$ cat src/rtl/inst_fetch_queue_pkg.sv
// rtl/inst_fetch_queue_pkg.sv - shared states and fetch-width constants for the fetch queue
package inst_fetch_queue_pkg;

  typedef enum logic [1:0] {
    S_IDLE  = 2'd0,
    S_REQ   = 2'd1,
    S_FLUSH = 2'd2
  } if_state_e;

  localparam int FETCH_WIDTH = 4;
  localparam int FETCH_BYTES = 4 * FETCH_WIDTH;

endpackage

$ cat src/rtl/fetch_queue_ram.sv
// rtl/fetch_queue_ram.sv - circular instruction storage, 4-wide write and one async read port
module fetch_queue_ram
  import inst_fetch_queue_pkg::*;
#(
  parameter int DATA_W = 32,
  parameter int DEPTH  = 8,
  localparam int PW    = $clog2(DEPTH)
) (
  input  logic                          clk,
  input  logic                          wr_en_i,
  input  logic [PW-1:0]                 wr_ptr_i,
  input  logic [FETCH_WIDTH*DATA_W-1:0] wr_data_i,
  input  logic [PW-1:0]                 rd_ptr_i,
  output logic [DATA_W-1:0]             rd_data_o
);

  logic [DATA_W-1:0] mem_q [DEPTH];

  // Slot index wraps naturally in PW bits, so a burst can straddle the end of the ring.
  always_ff @(posedge clk) begin
    if (wr_en_i) begin
      for (int k = 0; k < FETCH_WIDTH; k++) begin
        mem_q[wr_ptr_i + PW'(k)] <= wr_data_i[k*DATA_W +: DATA_W];
      end
    end
  end

  assign rd_data_o = mem_q[rd_ptr_i];

endmodule

$ cat src/rtl/inst_fetch_queue.sv
// rtl/inst_fetch_queue.sv - fetch request FSM, instruction queue and decode handshake
module inst_fetch_queue
  import inst_fetch_queue_pkg::*;
#(
  parameter int                DATA_W   = 32,
  parameter int                DEPTH    = 8,
  parameter logic [DATA_W-1:0] RESET_PC = '0
) (
  input  logic              clk,
  input  logic              rst,
  output logic              InstMem_Read,
  output logic [DATA_W-1:0] inst_address,
  input  logic [DATA_W-1:0] inst1_in,
  input  logic [DATA_W-1:0] inst2_in,
  input  logic [DATA_W-1:0] inst3_in,
  input  logic [DATA_W-1:0] inst4_in,
  input  logic              InstMem_Ready,
  input  logic              redirect,
  input  logic [DATA_W-1:0] redirect_pc,
  input  logic              dec_ready,
  output logic              dec_valid,
  output logic [DATA_W-1:0] dec_inst,
  output logic [DATA_W-1:0] dec_pc
);

  localparam int PW = $clog2(DEPTH);
  localparam int CW = PW + 1;

  if_state_e         state_q;
  logic [DATA_W-1:0] fetch_pc_q;
  logic [DATA_W-1:0] head_pc_q;
  logic [PW-1:0]     wr_ptr_q;
  logic [PW-1:0]     rd_ptr_q;
  logic [CW-1:0]     count_q;
  logic [CW-1:0]     count_d;
  logic [31:0]       free;
  logic              wr_fire;
  logic              pop;
  logic [DATA_W-1:0] rd_data;

  // A redirect in the same cycle discards both the memory response and the pop.
  assign free    = 32'(DEPTH) - 32'(count_q);
  assign wr_fire = (state_q == S_REQ) && InstMem_Ready && !redirect;
  assign pop     = dec_valid && dec_ready && !redirect;
  assign count_d = count_q + (wr_fire ? CW'(FETCH_WIDTH) : '0) - (pop ? CW'(1) : '0);

  always_ff @(posedge clk or posedge rst) begin
    if (rst) begin
      state_q    <= S_IDLE;
      fetch_pc_q <= RESET_PC;
      head_pc_q  <= RESET_PC;
      wr_ptr_q   <= '0;
      rd_ptr_q   <= '0;
      count_q    <= '0;
    end else if (redirect) begin
      state_q    <= S_FLUSH;
      fetch_pc_q <= redirect_pc;
      head_pc_q  <= redirect_pc;
      wr_ptr_q   <= '0;
      rd_ptr_q   <= '0;
      count_q    <= '0;
    end else begin
      count_q <= count_d;
      if (wr_fire) begin
        wr_ptr_q   <= wr_ptr_q + PW'(FETCH_WIDTH);
        fetch_pc_q <= fetch_pc_q + DATA_W'(FETCH_BYTES);
      end
      if (pop) begin
        rd_ptr_q  <= rd_ptr_q + PW'(1);
        head_pc_q <= head_pc_q + DATA_W'(4);
      end
      // Room is judged on the registered count; a pop this cycle earns no credit.
      case (state_q)
        S_IDLE:  if (free >= 32'(FETCH_WIDTH)) state_q <= S_REQ;
        S_REQ:   if (InstMem_Ready) state_q <= (free >= 32'(2*FETCH_WIDTH)) ? S_REQ : S_IDLE;
        S_FLUSH: state_q <= S_REQ;
        default: state_q <= S_IDLE;
      endcase
    end
  end

  fetch_queue_ram #(
    .DATA_W (DATA_W),
    .DEPTH  (DEPTH)
  ) u_ram (
    .clk       (clk),
    .wr_en_i   (wr_fire),
    .wr_ptr_i  (wr_ptr_q),
    .wr_data_i ({inst4_in, inst3_in, inst2_in, inst1_in}),
    .rd_ptr_i  (rd_ptr_q),
    .rd_data_o (rd_data)
  );

  assign InstMem_Read = (state_q == S_REQ);
  assign inst_address = fetch_pc_q;
  assign dec_valid    = (count_q != '0);
  assign dec_inst     = dec_valid ? rd_data : '0;
  assign dec_pc       = head_pc_q;

endmodule

$ cat config.mk
export PLATFORM = sky130hd
export DESIGN_NAME = inst_fetch_queue
export DESIGN_NICKNAME = d
export VERILOG_FILES = /design/src/rtl/inst_fetch_queue_pkg.sv /design/src/rtl/fetch_queue_ram.sv /design/src/rtl/inst_fetch_queue.sv
export SDC_FILE = /design/constraint.sdc
export NUM_CORES = 1
export LEC_CHECK = 0
export ABC_AREA = 1
export CAP_MARGIN = 10
export CORE_MARGIN = 2
export CORE_UTILIZATION = 45
export CTS_CLUSTER_DIAMETER = 100
export DETAILED_ROUTE_END_ITERATION = 10
export PLACE_DENSITY_LB_ADDON = 0.15
export SLEW_MARGIN = 20
export SYNTH_ARGS = -nofsm -noshare
export SYNTH_HDL_FRONTEND = slang
export SYNTH_SLANG_ARGS = --single-unit
$ cat constraint.sdc
create_clock -name clk -period 7.3 [get_ports clk]
set_input_delay 0.73 -clock clk [delete_from_list [all_inputs] [get_ports clk]]
set_output_delay 0.73 -clock clk [all_outputs]
set_load 0.03 [all_outputs]
* After elaboration in Yosys (flattened, before gate mapping)
Memories as Yosys holds them, arrays and structs flattened.
Cells that the tools add are included.
** Storage, ports and cells
- Bits in registers :: 76
- Bits in writable memories :: 256
- Input port bits :: 165
- Output and inout port bits :: 98
- Memories kept :: 1
** Memory list
- u_ram.mem_q :: words 8, width 32, read ports 1, clocked after memory_dff 0, wr ports 4, RTL line fetch_queue_ram.sv:17 : logic [DATA_W-1:0] mem_q [DEPTH];
** Operators by class
- Add/sub/neg operators :: 10
- Order comparisons :: 2
- Equal/unequal tests :: 4
- Muxes and demuxes :: 19
- Reductions and logical operators :: 10
** Operator list (number)
- $mux W32 :: 5
- $add A32 B3 Y32 const B :: 1
- $add A32 B5 Y32 const B :: 1
- $ge A32 B3 Y1 const B :: 1
- $ge A32 B4 Y1 const B :: 1
- $mux W3 :: 5
- $add A3 B1 Y3 const B :: 2
- $add A3 B2 Y3 const B :: 2
- $mux W2 :: 3
- $pmux W2 S3 :: 1
- $sub A4 B4 Y5 const A :: 1
- $add A4 B3 Y4 :: 1
- $logic_and A1 B1 Y1 :: 4
- $mux W1 :: 4
- $mux W4 :: 1
- $reduce_bool A2 Y1 :: 2
- $reduce_bool A4 Y1 :: 1
- $sub A4 B1 Y4 :: 1
- $add A3 B3 Y3 const B :: 1
- $ne A3 B1 Y1 const B :: 1
- $ne A3 B3 Y1 const B :: 1
- $eq A2 B1 Y1 const B :: 1
- $eq A2 B2 Y1 const B :: 1
- $logic_not A2 Y1 :: 1
- other kinds (2) :: 2

* Longest topological paths before layout
Gate-level depths: netlist of the first run.
- Word-level depth :: 7
- Gate-level depth with buffers :: 13

* Cells and area by module
Synthesis of the first run repeated with hierarchy kept, for this count alone.
** Unflattened totals
- Cell total of the unflattened synthesis :: 4026
- Area total of the unflattened synthesis :: 25953.6 um^2
** By module, submodules not included
- fetch_queue_ram :: times used 1, cells an instance 3220, area an instance 20689.8 um^2
- inst_fetch_queue :: times used 1, cells an instance 806, area an instance 5263.8 um^2

* Least setup slack after synthesis of the first run
No wires, ideal clock.
- Path type :: input -> register
- From :: in InstMem_Ready
- To :: mem u_ram.mem_q[0][0] (enable)
- Arrival :: 2500 ps
- Required time :: 6879 ps
- Setup slack :: 4380 ps
- Stages on the path :: 6
- Cells stage by stage :: inv_1 nor2_2 inv_2 nor2_4 inv_4 nor2_1
** RTL lines
- start, declared :: RTL line inst_fetch_queue.sv:17 : input logic InstMem_Ready,
- end, declared :: RTL line fetch_queue_ram.sv:17

* Worst setup path in the final report of the first run
- From :: reg rd_ptr_q[0]
- To :: out dec_inst[0]
** Between the ends
- Word-level cells in the longest chain between the ends :: 2
** RTL lines
- start, declared :: RTL line inst_fetch_queue.sv:33 : logic [PW-1:0] rd_ptr_q;
- start signal, assigned :: RTL line inst_fetch_queue.sv:69 : rd_ptr_q <= rd_ptr_q + PW'(1);
- $mem_v2 Z8 W32
- $mux W32 :: RTL line inst_fetch_queue.sv:97 : assign dec_inst = dec_valid ? rd_data : '0;
- end, declared :: RTL line inst_fetch_queue.sv:22 : output logic [DATA_W-1:0] dec_inst,
Every way passes these cells.

==> summary.txt, run 1 <==
outcome: completed
commonest non-fill, non-tap cell in the layout: nor2_1
final core occ: 0.563
vias in the first global route: 13600
die width: 198 um
Worst Hold Slack: 468 ps
Switching Power: 2150 uW
critical path's top delay family: buffers and inverters
max_cap viols: 0
FILL cells: 3281
RSZ-0062 raised after global routing: false
CTS tree: done
Int Power: 3930 uW
reg2reg start: count_q[3]
Initial Util: 0.460
Vias: 14000
Root Buffer: clkbuf_16
Pwr Density: 294 mW/mm^2
fin. max-slew vios: 0
Setup crit start: rd_ptr_q[0]
Syn Std Cell Area: 0.0169 mm^2
I/O Pins: 263
buffers and inverters on the worst path: 3
synth unique cells: 33
Setup Fix Bufs, Post-CTS: 0
Reg clk slew, reported paths: 60 ps
die height: 198 um
Post-synth ARST share: 0.224
Yosys reg bits: 330
peak supply drop: 0.164 mV
Finish-stage setup viols: 0
skew final: 15.6 ps
switching part of the total power: 0.354
ratio of cells with drive above 1 in the final layout: 0.0575
CP Launch Type: flip-flop
Synth area leader: edfxtp_1
largest net degree at the start of global routing: 98
Worst Hold Path Cells: 2
FMAX: 215 MHz
Worst Hold End: inst_address[3]
Routed Antenna Nets: 0
Num CTS Buffers: 37
Clock H-tree levels: 2
Pwr Total: 6080 uW
crit-path cells: clkinv_2, buf_4, o21ai_0, o21ai_0, o21ai_0, a31oi_1, clkdlybuf4s50_1
EDFF count, synth: 256
slowest CP cell: buf_4
initial antenna violation count: 0
Combinational Power Share: 0.317
area share of the largest cell type after synthesis: 0.455
Sinks on Clock Net: 330
WS Path Type: flip-flop to primary output
routed wire length: 48900 um
register area: 0.00954 mm^2
GR Overflow Total: 0
minimum clock period: 4650 ps
Reg2Reg Setup Slack: 3610 ps
Resized Gates After CTS: 0
Reg2Reg Capture Point: count_q[2]
Hold Crit Class: flip-flop to flip-flop
Syn Area/Cell: 8.74 um^2
DPL Wire Length: 31800 um
clock power share: 0.304
most used cell, CP: o21ai_0
sequential share of the synthesized area: 0.564
Sequential Power Share: 0.379
Static Leak: 0.00799 uW
Max stage delay on crit path: 750 ps
first-pass GRT wire length: 75300 um
core box area: 0.0368 mm^2
Worst Hold Launch: inst_address[3]
total nets after synthesis: 2107
nets: 2266
dominant cells by area after synthesis: edfxtp_1 (45%), dfrtp_1 (11%), nor2_1 (7.2%)
Hold Buf Count CTS: 0
wire per inst: 18.9 um
Antenna Diode Count: 0
vias per cell: 5.41
CP arrival: 3920 ps
1st-pass router iterations: 5
worst slew pin tran: 1120 ps
Crit path required time: 6570 ps
Most used DFF post-synth: edfxtp_1
Critical Path Sink Type: primary output
DRC viols: 0
Area Overhead vs Synth: 22.5%
die area: 0.0391 mm^2
number of buffers added on ports: 262
Multi-input gate area: 0.00591 mm^2
Slew headroom: 0.251
Synth Warn #: 0
violation count after the first detailed-routing iteration: 1114
Hold Vio Cnt, Final: 0
Placer Congestion: 0.896
worst r2r path cells: 12
Max Buffers Root-to-Sink: 3
setup TNS: 0 ps
Mapped Cells: 1935
Clk Latency, worst-skew pair: 530 ps
worst-path maximum fanout: 96
GRT Util Overall: 0.252
share of the clock period used by the worst path: 0.637
most frequent cells in the layout: nor2_1 (320), nand2_1 (310), clkdlybuf4s50_1 (261), edfxtp_1 (256), o21ai_0 (219)
row cnt: 70
logic make-up after synthesis:
| kind of cell | after synthesis | synth area share |
|---|---|---|
| xor gates and xnor gates | 16 | 0.00829 |
| AOI/OAI and AO/OA | 497 | 0.153 |
| buffers and inverters | 339 | 0.0890 |
| adders and majority gates | 7 | 0.00562 |
| and+or+nand+nor | 746 | 0.180 |
| DFF | 330 | 0.564 |
synthesized netlist by cell type (4+ instances only):
cell type	n
o211ai_1	11
o21ai_1	192
clkbuf_1	97
dfrtp_1	74
a31oi_1	39
nor2_2	5
nor3_1	5
o21bai_1	6
nand2_2	22
edfxtp_1	256
buf_4	6
inv_2	5
buf_2	22
a21oi_1	26
nand4_1	11
buf_1	13
buf_6	24
nand3_1	52
ha_1	6
nor2_4	4
xor2_1	14
nor2_1	326
nand3b_1	10
o21ai_0	219
inv_1	171
nand2_1	310
metal layers:
metal | up-vias | share of wire | global-route usage
met1 | 6558 | 0.40 | 0.320
met4 | 0 | 0.030 | 0.0919
met2 | 568 | 0.50 | 0.441
met3 | 87 | 0.079 | 0.0344
met5 | - | 0 | 0
li1 | 6787 | - | -
worst min-delay path, delay by kind of cell (launching register included):
family	cells	cell delay (ps)
simple gates	2	100
flops	1	340
power by group through the flow:
stage	clock network, uW	logic (uW)	registers, uW
2_1_floorplan	0	1080	2410
3_3_place_gp	0	1900	2340
3_5_place_dp	0	1930	2340
4_1_cts	1870	1940	2300
5_1_grt	1940	2110	2330
6_report	1850	1930	2310
per-stage QoR:
step,instances,area [um^2],worst slack (ps)
floorplan,1935,16900,4380
global placement,2522,19500,3020
detailed placement,2522,19500,2920
CTS,2589,20700,2650
global route,2590,20700,2380
finish,2590,20700,2650
cell type report:
type                            count  area share
Tap cell                          468      0.0283
Inverter                          177      0.0325
Clock inverter                     21     0.00985
Clock buffer                       46      0.0483
Timing Repair Buffer              282       0.135
Sequential cell                   330       0.461
Multi-Input combinational cell   1266       0.286
worst max-delay path by stage:
stage,cells past startpoint,slack [ps],end
floorplan,6,4380,u_ram.mem_q[0][0]
CTS,7,2650,dec_inst[0]
finish,7,2650,dec_inst[0]
global route,7,2380,dec_inst[0]
detailed placement,12,2920,u_ram.mem_q[7][31]
global placement,12,3020,u_ram.mem_q[3][5]
flip-flops by register name, indices dropped and copies added (netlist names):
name / flops
rd_ptr_q: 3
state_q: 2
count_q: 4
dec_pc: 32
u_ram.mem_q: 256
inst_address: 32
wr_ptr_q: 1
(Power assumes the default switching activity.)
==> run 2: changes to the inputs <==
==> constraint.sdc (replaced) <==
create_clock -name clk -period 4.7 [get_ports clk]
set_input_delay 0.47 -clock clk [delete_from_list [all_inputs] [get_ports clk]]
set_output_delay 0.47 -clock clk [all_outputs]
set_load 0.03 [all_outputs]
==> summary.txt, run 2 (synthesis gave the netlist of run 1 again) <==
1st-pass router iterations: 7 (was 5)
nets: 2273 (was 2266)
Post-DP Area: 0.0196 mm^2 (was 0.0195 mm^2)
minimum clock period: 3900 ps
DRT met1 WL: 20500 um (was 19400 um)
die area: 0.0391 mm^2 (unchanged)
Pwr Density: 454 mW/mm^2 (was 294 mW/mm^2)
Area Overhead vs Synth: 22.6% (was 22.5%)
FILL cells: 3306 (was 3281)
peak supply drop: 0.273 mV (was 0.164 mV)
Placer Congestion: 0.878 (was 0.896)
switching part of the total power: 0.355 (was 0.354)
Reg clk slew, reported paths: 60 ps (about the same)
ratio of cells with drive above 1 in the final layout: 0.0587 (was 0.0575)
Setup Fix Bufs, Post-CTS: 0 (unchanged)
Clk Latency, worst-skew pair: 530 ps (about the same)
critical path's top delay family: buffers and inverters (unchanged)
skew final: 20.4 ps (was 15.6 ps)
Slew headroom: 0.411 (was 0.251)
top layer in use: met5 (was met4)
post-route cell area: 0.0207 mm^2 (about the same)
routed wire length: 49500 um (was 48900 um)
Sequential Power Share: 0.382 (was 0.379)
Largest Register: u_ram.mem_q (unchanged)
Routed Antenna Nets: 0 (unchanged)
WL met2: 23600 um (was 24200 um)
clock power share: 0.298 (was 0.304)
worst slew pin tran: 884 ps (was 1120 ps)
Setup crit start: rd_ptr_q[0] (unchanged)
die width: 198 um (unchanged)
max_cap viols: 0 (unchanged)
Clock H-tree levels: 2 (unchanged)
most used cell, CP: o21ai_0 (unchanged)
core box area: 0.0368 mm^2 (unchanged)
Inst Count DP: 2529 (was 2522)
RSZ-0062 raised after global routing: false (unchanged)
Sinks on Clock Net: 330 (unchanged)
die height: 198 um (unchanged)
Max stage delay on crit path: 650 ps (was 750 ps)
Critical Path Sink Type: primary output (unchanged)
DRC viols: 0 (unchanged)
vias per cell: 5.42 (was 5.41)
most frequent cells in the layout: nor2_1 (320), nand2_1 (310), clkdlybuf4s50_1 (261), edfxtp_1 (256), o21ai_0 (219) (unchanged)
CTS tree: done (unchanged)
FMAX: 256 MHz
Static Leak: 0.00799 uW (about the same)
DPL Wire Length: 33000 um (was 31800 um)
Max Buffers Root-to-Sink: 3 (unchanged)
wire per inst: 19.1 um (was 18.9 um)
number of buffers added on ports: 262 (unchanged)
Largest register FFs: 256 (unchanged)
WS Path Type: flip-flop to primary output (unchanged)
largest net degree at the start of global routing: 87 (was 98)
Root Buffer: clkbuf_16 (unchanged)
reg2reg start: state_q[1] (was count_q[3])
Int Power: 6070 uW (was 3930 uW)
Hold Crit Class: input pin to async pin (was flip-flop to flip-flop)
vias in the first global route: 13500 (was 13600)
worst-path maximum fanout: 45 (was 96)
share of the clock period used by the worst path: 0.830
CP arrival: 3430 ps (was 3920 ps)
GR Overflow Total: 0 (unchanged)
crit-path cells: clkinv_2, buf_4, o21ai_0, o21ai_0, o21ai_0, a31oi_1, clkdlybuf4s50_1 (unchanged)
Num CTS Buffers: 38 (was 37)
row cnt: 70 (unchanged)
buffers and inverters on the worst path: 3 (unchanged)
slowest CP cell: dfrtp_4 (was buf_4)
Non-Filler Instances: 2599 (was 2590)
met3 wire len: 3790 um (was 3870 um)
Finish-stage setup viols: 0 (unchanged)
commonest non-fill, non-tap cell in the layout: nor2_1 (unchanged)
Vias: 14100 (was 14000)
setup TNS: 0 ps (unchanged)
Combinational Power Share: 0.320 (was 0.317)
I/O Pins: 263 (unchanged)
Switching Power: 3350 uW (was 2150 uW)
Crit path required time: 4230 ps (was 6570 ps)
Hold Buf Count CTS: 0 (unchanged)
violation count after the first detailed-routing iteration: 933 (was 1114)
initial antenna violation count: 3 (was 0)
Hold Vio Cnt, Final: 0 (unchanged)
Resized Gates After CTS: 0 (unchanged)
GRT Util Overall: 0.254 (was 0.252)
Initial Util: 0.460 (unchanged)
outcome: completed (unchanged)
fin. max-slew vios: 0 (unchanged)
first-pass GRT wire length: 76200 um (was 75300 um)
CP Launch Type: flip-flop (unchanged)
==> run 2: cell count changes in the layout (fill, tap and decap cells not counted), sizes merged <==
cell	change
buf	+6
bufinv	-1
clkbuf	+4
clkinv	-2
clkinvlp	+2
diode	+2
inv	-2
==> run 2: power by group through the flow <==
stage	logic (uW)	registers (uW)	clock network, uW
floorplan	1670	3740	0
finish	3020	3600	2810
global placement	2990	3650	0
detailed placement	3010	3650	0
global route	3300	3630	2960
CTS	3030	3600	2850
==> run 2: stage by stage <==
step | util | total power (uW) | hold WS [ps] | setup slack (ps)
2_1_floorplan | - | 5420 | 447 | 2040
3_3_place_gp | 0.532 | 6640 | 455 | 1350
3_5_place_dp | 0.532 | 6670 | 458 | 1260
4_1_cts | 0.564 | 9470 | 371 | 771
5_1_grt | 0.564 | 9890 | 415 | 528
6_report | 0.564 | 9420 | 353 | 798
==> run 2: area by class of cell <==
class	instances	area, um^2	share of cell area
clock buffers	50	1020	0.0491
clock inverters	18	160	0.00772
multi-input cells	1266	5910	0.285
repair buffers	288	2840	0.137
flip-flops and latches	330	9540	0.460
diodes	2	5.00	0.000241
well taps	468	586	0.0282
inverters	177	673	0.0325
==> run 2: worst paths after layout <==
check                                    end  slack [ps]  depth (start not counted)
min in group clk            inst_address[27]         420                          4
max in group asynchronous         dec_pc[27]        3280                          3
hold reg to reg              inst_address[3]         470                          2
hold / removal                     dec_pc[0]         350                          2
setup reg to reg           u_ram.mem_q[1][0]        1690                         11
setup / recovery                 dec_inst[8]         800                          7
==> run 2: routing by layer <==
metal  vias to the layer above  track usage
li1                       6809            -
met1                      6610        0.341
met2                       566        0.423
met3                        90       0.0334
met4                         2       0.0905
met5                         -            0
